## config.mk

```make
export PLATFORM = sky130hd
export DESIGN_NAME = alu_issue_ctrl
export DESIGN_NICKNAME = d
export VERILOG_FILES = /design/src/rtl/alu_pkg.sv /design/src/rtl/alu_op_decode.sv /design/src/rtl/alu_issue_ctrl.sv
export SDC_FILE = /design/constraint.sdc
export NUM_CORES = 1
export LEC_CHECK = 0
export CORE_MARGIN = 4
export CORE_UTILIZATION = 36
export CTS_BUF_LIST = sky130_fd_sc_hd__clkbuf_8 sky130_fd_sc_hd__clkbuf_16
export CTS_CLUSTER_SIZE = 25
export DETAILED_ROUTE_END_ITERATION = 16
export GPL_TIMING_DRIVEN = 0
export PLACE_DENSITY = 0.85
export SLEW_MARGIN = 20
export SYNTH_ARGS = -nofsm -noshare
export SYNTH_HDL_FRONTEND = slang
export SYNTH_SLANG_ARGS = --single-unit
```

## constraint.sdc

```tcl
create_clock -name clk_i -period 3.2 [get_ports clk_i]
set_input_delay 0.48 -clock clk_i [delete_from_list [all_inputs] [get_ports clk_i]]
set_output_delay 0.48 -clock clk_i [all_outputs]
set_load 0.02 [all_outputs]
```

## src/rtl/alu_pkg.sv

```systemverilog
// Shared ALU control codes, funct fields, ALUOp encodings and issue FSM state type.
package alu_pkg;

  localparam int ALU_DATA_W = 32;
  localparam int ALU_CTRL_W = 4;

  localparam logic [3:0] ALU_AND = 4'b0000;
  localparam logic [3:0] ALU_OR  = 4'b0001;
  localparam logic [3:0] ALU_ADD = 4'b0010;
  localparam logic [3:0] ALU_SUB = 4'b0110;
  localparam logic [3:0] ALU_SLT = 4'b0111;
  localparam logic [3:0] ALU_NOR = 4'b1100;

  localparam logic [5:0] FUNCT_ADD = 6'b100000;
  localparam logic [5:0] FUNCT_SUB = 6'b100010;
  localparam logic [5:0] FUNCT_AND = 6'b100100;
  localparam logic [5:0] FUNCT_OR  = 6'b100101;
  localparam logic [5:0] FUNCT_SLT = 6'b101010;
  localparam logic [5:0] FUNCT_NOR = 6'b100111;

  localparam logic [1:0] ALUOP_ADD   = 2'b00;
  localparam logic [1:0] ALUOP_SUB   = 2'b01;
  localparam logic [1:0] ALUOP_RTYPE = 2'b10;
  localparam logic [1:0] ALUOP_OR    = 2'b11;

  typedef enum logic [1:0] {
    ST_IDLE = 2'd0,
    ST_EXEC = 2'd1,
    ST_DONE = 2'd2
  } alu_state_t;

endpackage

```

## src/rtl/alu_op_decode.sv

```systemverilog
// Combinational ALUOp/funct decoder producing the ALU control code and an illegal flag.
module alu_op_decode
  import alu_pkg::*;
#(
  parameter int CTRL_W = 4
) (
  input  logic [1:0]        aluop_i,
  input  logic [5:0]        funct_i,
  output logic [CTRL_W-1:0] ctrl_o,
  output logic              illegal_o
);

  always_comb begin
    ctrl_o    = CTRL_W'(ALU_ADD);
    illegal_o = 1'b0;
    case (aluop_i)
      ALUOP_ADD: ctrl_o = CTRL_W'(ALU_ADD);
      ALUOP_SUB: ctrl_o = CTRL_W'(ALU_SUB);
      ALUOP_OR:  ctrl_o = CTRL_W'(ALU_OR);
      default: begin
        case (funct_i)
          FUNCT_ADD: ctrl_o = CTRL_W'(ALU_ADD);
          FUNCT_SUB: ctrl_o = CTRL_W'(ALU_SUB);
          FUNCT_AND: ctrl_o = CTRL_W'(ALU_AND);
          FUNCT_OR:  ctrl_o = CTRL_W'(ALU_OR);
          FUNCT_SLT: ctrl_o = CTRL_W'(ALU_SLT);
          FUNCT_NOR: ctrl_o = CTRL_W'(ALU_NOR);
          default: begin
            // Unknown funct still runs the ALU as ADD; the response is zeroed later.
            ctrl_o    = CTRL_W'(ALU_ADD);
            illegal_o = 1'b1;
          end
        endcase
      end
    endcase
  end

endmodule

```

## src/rtl/alu_issue_ctrl.sv

```systemverilog
// Issues one decoded op to the combinational ALU and holds the captured response.
// Optional ALU_STICKY_OVF_EN adds a sticky overflow flag with a clear input.
module alu_issue_ctrl
  import alu_pkg::*;
#(
  parameter int DATA_W = 32,
  parameter int CTRL_W = 4
) (
  input  logic              clk_i,
  input  logic              rst_i,
  input  logic              in_valid_i,
  output logic              in_ready_o,
  input  logic [1:0]        aluop_i,
  input  logic [5:0]        funct_i,
  input  logic [DATA_W-1:0] src1_i,
  input  logic [DATA_W-1:0] src2_i,
  output logic [DATA_W-1:0] alu_src1_o,
  output logic [DATA_W-1:0] alu_src2_o,
  output logic [CTRL_W-1:0] alu_ctrl_o,
  input  logic [DATA_W-1:0] alu_result_i,
  input  logic              alu_zero_i,
  input  logic              alu_cout_i,
  input  logic              alu_ovf_i,
  output logic              out_valid_o,
  input  logic              out_ready_i,
  output logic [DATA_W-1:0] result_o,
  output logic              zero_o,
  output logic              cout_o,
  output logic              ovf_o,
  output logic              illegal_o,
`ifdef ALU_STICKY_OVF_EN
  output logic              ovf_sticky_o,
  input  logic              clr_sticky_i,
`endif
  output logic [1:0]        state_o
);

  // Handshakes: a transfer happens on a rising edge where valid & ready are both 1;
  // valid never depends on ready, and a held response stays stable until transferred.

  alu_state_t        state_q;
  logic [CTRL_W-1:0] dec_ctrl;
  logic              dec_illegal;
  logic              illegal_q;
  logic              accept;
  logic              capture;

  alu_op_decode #(.CTRL_W(CTRL_W)) u_decode (
    .aluop_i   (aluop_i),
    .funct_i   (funct_i),
    .ctrl_o    (dec_ctrl),
    .illegal_o (dec_illegal)
  );

  assign in_ready_o  = ~rst_i & ((state_q == ST_IDLE) | ((state_q == ST_DONE) & out_ready_i));
  assign accept      = in_valid_i & in_ready_o;
  assign capture     = (state_q == ST_EXEC);
  assign out_valid_o = (state_q == ST_DONE);
  assign state_o     = state_q;

  always_ff @(posedge clk_i or posedge rst_i) begin
    if (rst_i) begin
      state_q    <= ST_IDLE;
      alu_src1_o <= '0;
      alu_src2_o <= '0;
      alu_ctrl_o <= '0;
      illegal_q  <= 1'b0;
      result_o   <= '0;
      zero_o     <= 1'b0;
      cout_o     <= 1'b0;
      ovf_o      <= 1'b0;
      illegal_o  <= 1'b0;
    end else begin
      case (state_q)
        ST_IDLE, ST_DONE: begin
          if (accept) begin
            alu_src1_o <= src1_i;
            alu_src2_o <= src2_i;
            alu_ctrl_o <= dec_ctrl;
            illegal_q  <= dec_illegal;
            state_q    <= ST_EXEC;
          end else if (state_q == ST_DONE && out_ready_i) begin
            state_q <= ST_IDLE;
          end
        end
        ST_EXEC: begin
          result_o  <= illegal_q ? '0 : alu_result_i;
          zero_o    <= ~illegal_q & alu_zero_i;
          cout_o    <= ~illegal_q & alu_cout_i;
          ovf_o     <= ~illegal_q & alu_ovf_i;
          illegal_o <= illegal_q;
          state_q   <= ST_DONE;
        end
        default: state_q <= ST_IDLE;
      endcase
    end
  end

`ifdef ALU_STICKY_OVF_EN
  // Set has priority over a simultaneous clear.
  always_ff @(posedge clk_i or posedge rst_i) begin
    if (rst_i) begin
      ovf_sticky_o <= 1'b0;
    end else if (capture && !illegal_q && alu_ovf_i) begin
      ovf_sticky_o <= 1'b1;
    end else if (clr_sticky_i) begin
      ovf_sticky_o <= 1'b0;
    end
  end
`else
  logic unused_capture;
  assign unused_capture = capture;
`endif

endmodule

```

==> reports/metrics.yaml <==
sta:
  drv_slew: 0
  fin_skew_ps: 7.46
  fin_setup_tns_ps: 0
  final.period_utilization_pct: 75.0
  relSlewSlack_pct: 65.9
  rsz0062_at_grt: "no"
  setup_viol: 0
  period_needed_ps: 2400
  max_freq_mhz: 417
  hold_viol: 0
  worst_pin_slew_ps: 511
  hold_ws_ps: 484
worst_hold_path:
  hp-class: "flip-flop to flip-flop"
worst_setup_path:
  worst_path_most_repeated_cell: "clkdlybuf4s50_1"
  critPathCaptureType: "output pin"
  path_max_fanout: 3
  startpoint_type: "input pin"
  critPathKind: "input pin to output pin"
  crit_slowest_cell: "clkdlybuf4s50_1"
  worst_ep_required_time_ps: 2720
  path_cells: "clkdlybuf4s50_1 -> a211oi_1 -> clkdlybuf4s50_1"
  crit_family: "buffers and inverters"
  slowest_delay_ps: 640
  critical_path_buf_inv_count: 2
  cp.arrival_ps: 1920
clock_tree:
  clkTransAtPathRegs_ps: 70
  clock_sink_count: 107
  post_cts_resized: 0
  hold_buffers: 0
  post_cts_buffers: 0
  insertion_delay_ps: 340
  cts_buffers: 9
  clock_path_buffers: 2
  cts_max_level: 3
  cts_tree: "built"
  cts_root_buffer: "clkbuf_16"
final_layout:
  nNetsFinal: 677
  antenna_cells: 0
  final_layout_size_suffix_gt1_share_pct: 9.98
  syn_to_final_growth_pct: 66.6
  final_util_pct: 61.1
  fin_area_sq_mm: 0.00698
floorplan:
  rows: 39
  num_io_pins: 219
  die_y_um: 116
  dieWidth_um: 116
  coreArea_sq_mm: 0.0114
  initial_core_util_pct: 36.7
  fp.dieArea_sq_mm: 0.0134
pwr:
  combPwrFrac_pct: 34.4
  seq_power_share_pct: 38.0
  powerDensity_mw_per_mm2: 693
  p_sw_mw: 1.47
  power_mw: 4.83
  sw_frac_of_total_pct: 30.4
  peakVddDrop_uv: 370
  clock_power_share_pct: 27.6
  p_leak_nw: 2.96
  internal-power_mw: 3.37
route:
  dr.pass1.iters: 5
  route.vias.total: 3376
  wire_per_inst_um: 16.4
  via_per_inst: 4.73
  drc_errors: 0
  antenna_left: 0
  drt_iter0_drc: 90
  totalWireLength_um: 11700
global_route:
  track_usage_pct: 17.4
  antenna_found_initial: 0
  grt_pass1_vias: 3581
  grt_max_degree: 32
  overflow: 0
  grt_pass1_wl_um: 18200
place:
  gp_congestion: 0.820
  dpl.hpwl_um: 9270
  place_area_sq_mm: 0.00662
  portBuffers: 218
yosys:
  ys_seq_area_share_pct: 63.9
  synth_nets: 445
  synth_area_sq_mm: 0.00419
  synth.largest_area_cell: "dfrtp_1"
  synth_seq_cells: 107
  synth.most_common_cell: "dfrtp_1"
  synth_edf_count: 0
  async_flop_share_pct: 100
  synth_cell_types: 26
  avgSynthCellArea_sq_um: 12.5
  ys_warn_count: 0
  synth_area_leaders: "dfrtp_1 (64%), mux2_1 (10%), mux2_2 (6.7%)"
  synth_cells: 334
  synth_top_area_share_pct: 63.9
  ys_top_cells_by_count: "dfrtp_1 (107), nand2_1 (73), mux2_1 (39), o21ai_0 (39), mux2_2 (25)"
  synthFlopType: "dfrtp_1"
flow_run:
  drv_cap: 0
status:
  outcome: "complete, no violations"
## layout make-up
class	instances	area, sq um
tap	143	179
fill	893	4440
timing repair buffer	221	2240
sequential	107	2680
buffer	19	111
inverter	7	30.0
multi-input combinational	201	1380
clock buffer	9	225
clock inverter	7	140
## per-stage QoR
step / std cells / setup WS [ps]
detailed placement: 698 / 782
global route: 714 / 732
finish: 714 / 800
floorplan: 334 / 1430
CTS: 714 / 778
global placement: 695 / 307
## flip-flops by register name (all words and copies together), names as in the netlist
register	flops
state_o	2
zero_o	1
ovf_o	1
alu_src1_o	32
illegal_q	1
cout_o	1
result_o	32
alu_ctrl_o	4
alu_src2_o	32
illegal_o	1
## power by group through the flow
stage	Sequential [mW]	Combinational, mW	Clock, mW
finish	1.84	1.66	1.33
global placement	1.84	1.64	0
global route	1.88	1.78	1.43
CTS	1.84	1.69	1.36
floorplan	2.25	0.347	0
detailed placement	1.87	1.68	0
## final timing paths
check / slack [ps] / depth (start not counted) / end / from
max: 800 / 3 / in_ready_o / rst_i
min: 480 / 1 / alu_src2_o[5] / alu_src2_o[5]
max reg2reg: 1460 / 4 / alu_src2_o[14] / state_o[1]
min reg2reg: 480 / 1 / alu_src2_o[5] / alu_src2_o[5]
max in group asynchronous: 1790 / 4 / result_o[6] / rst_i
min in group asynchronous: 680 / 2 / state_o[1] / rst_i
## per-layer routing
layer | routed length [um] | global-route usage (%) | vias to the layer above
met5 | 0 | 0 | -
met2 | 5990 | 30.7 | 142
li1 | - | - | 1588
met3 | 826 | 4.07 | 23
met1 | 4580 | 20.1 | 1623
met4 | 318 | 8.04 | 0
## cell usage in the layout (no fill, tap or decap)
master           instances
a2111oi_4                1
a211oi_1                 1
a21bo_2                  1
a21boi_0                 1
a21oi_1                  2
a31oi_1                  2
buf_12                   3
buf_2                    2
buf_4                    2
buf_6                    4
bufinv_16                4
clkbuf_1                11
clkbuf_16                9
clkdlybuf4s50_1        218
clkinv_2                 1
clkinvlp_4               3
dfrtp_1                107
inv_1                    4
inv_2                    2
mux2_1                  39
mux2_2                  25
nand2_1                 73
nand2b_1                 1
nand3b_1                 3
nor2_1                   3
nor2b_1                  3
nor3b_1                  2
nor4_1                   1
o21ai_0                 39
o221ai_1                 1
o22ai_1                  2
o311ai_1                 1
## kinds of logic after synthesis
logic type,Yosys count,synth area share (%)
flip-flops,107,63.9
multiplexers,64,17.2
AND/OR/NAND/NOR,86,8.45
buffers and inverters,26,3.28
AO/OA/AOI/OAI,51,7.17
No activity file was read; power rests on OpenSTA's default activity.
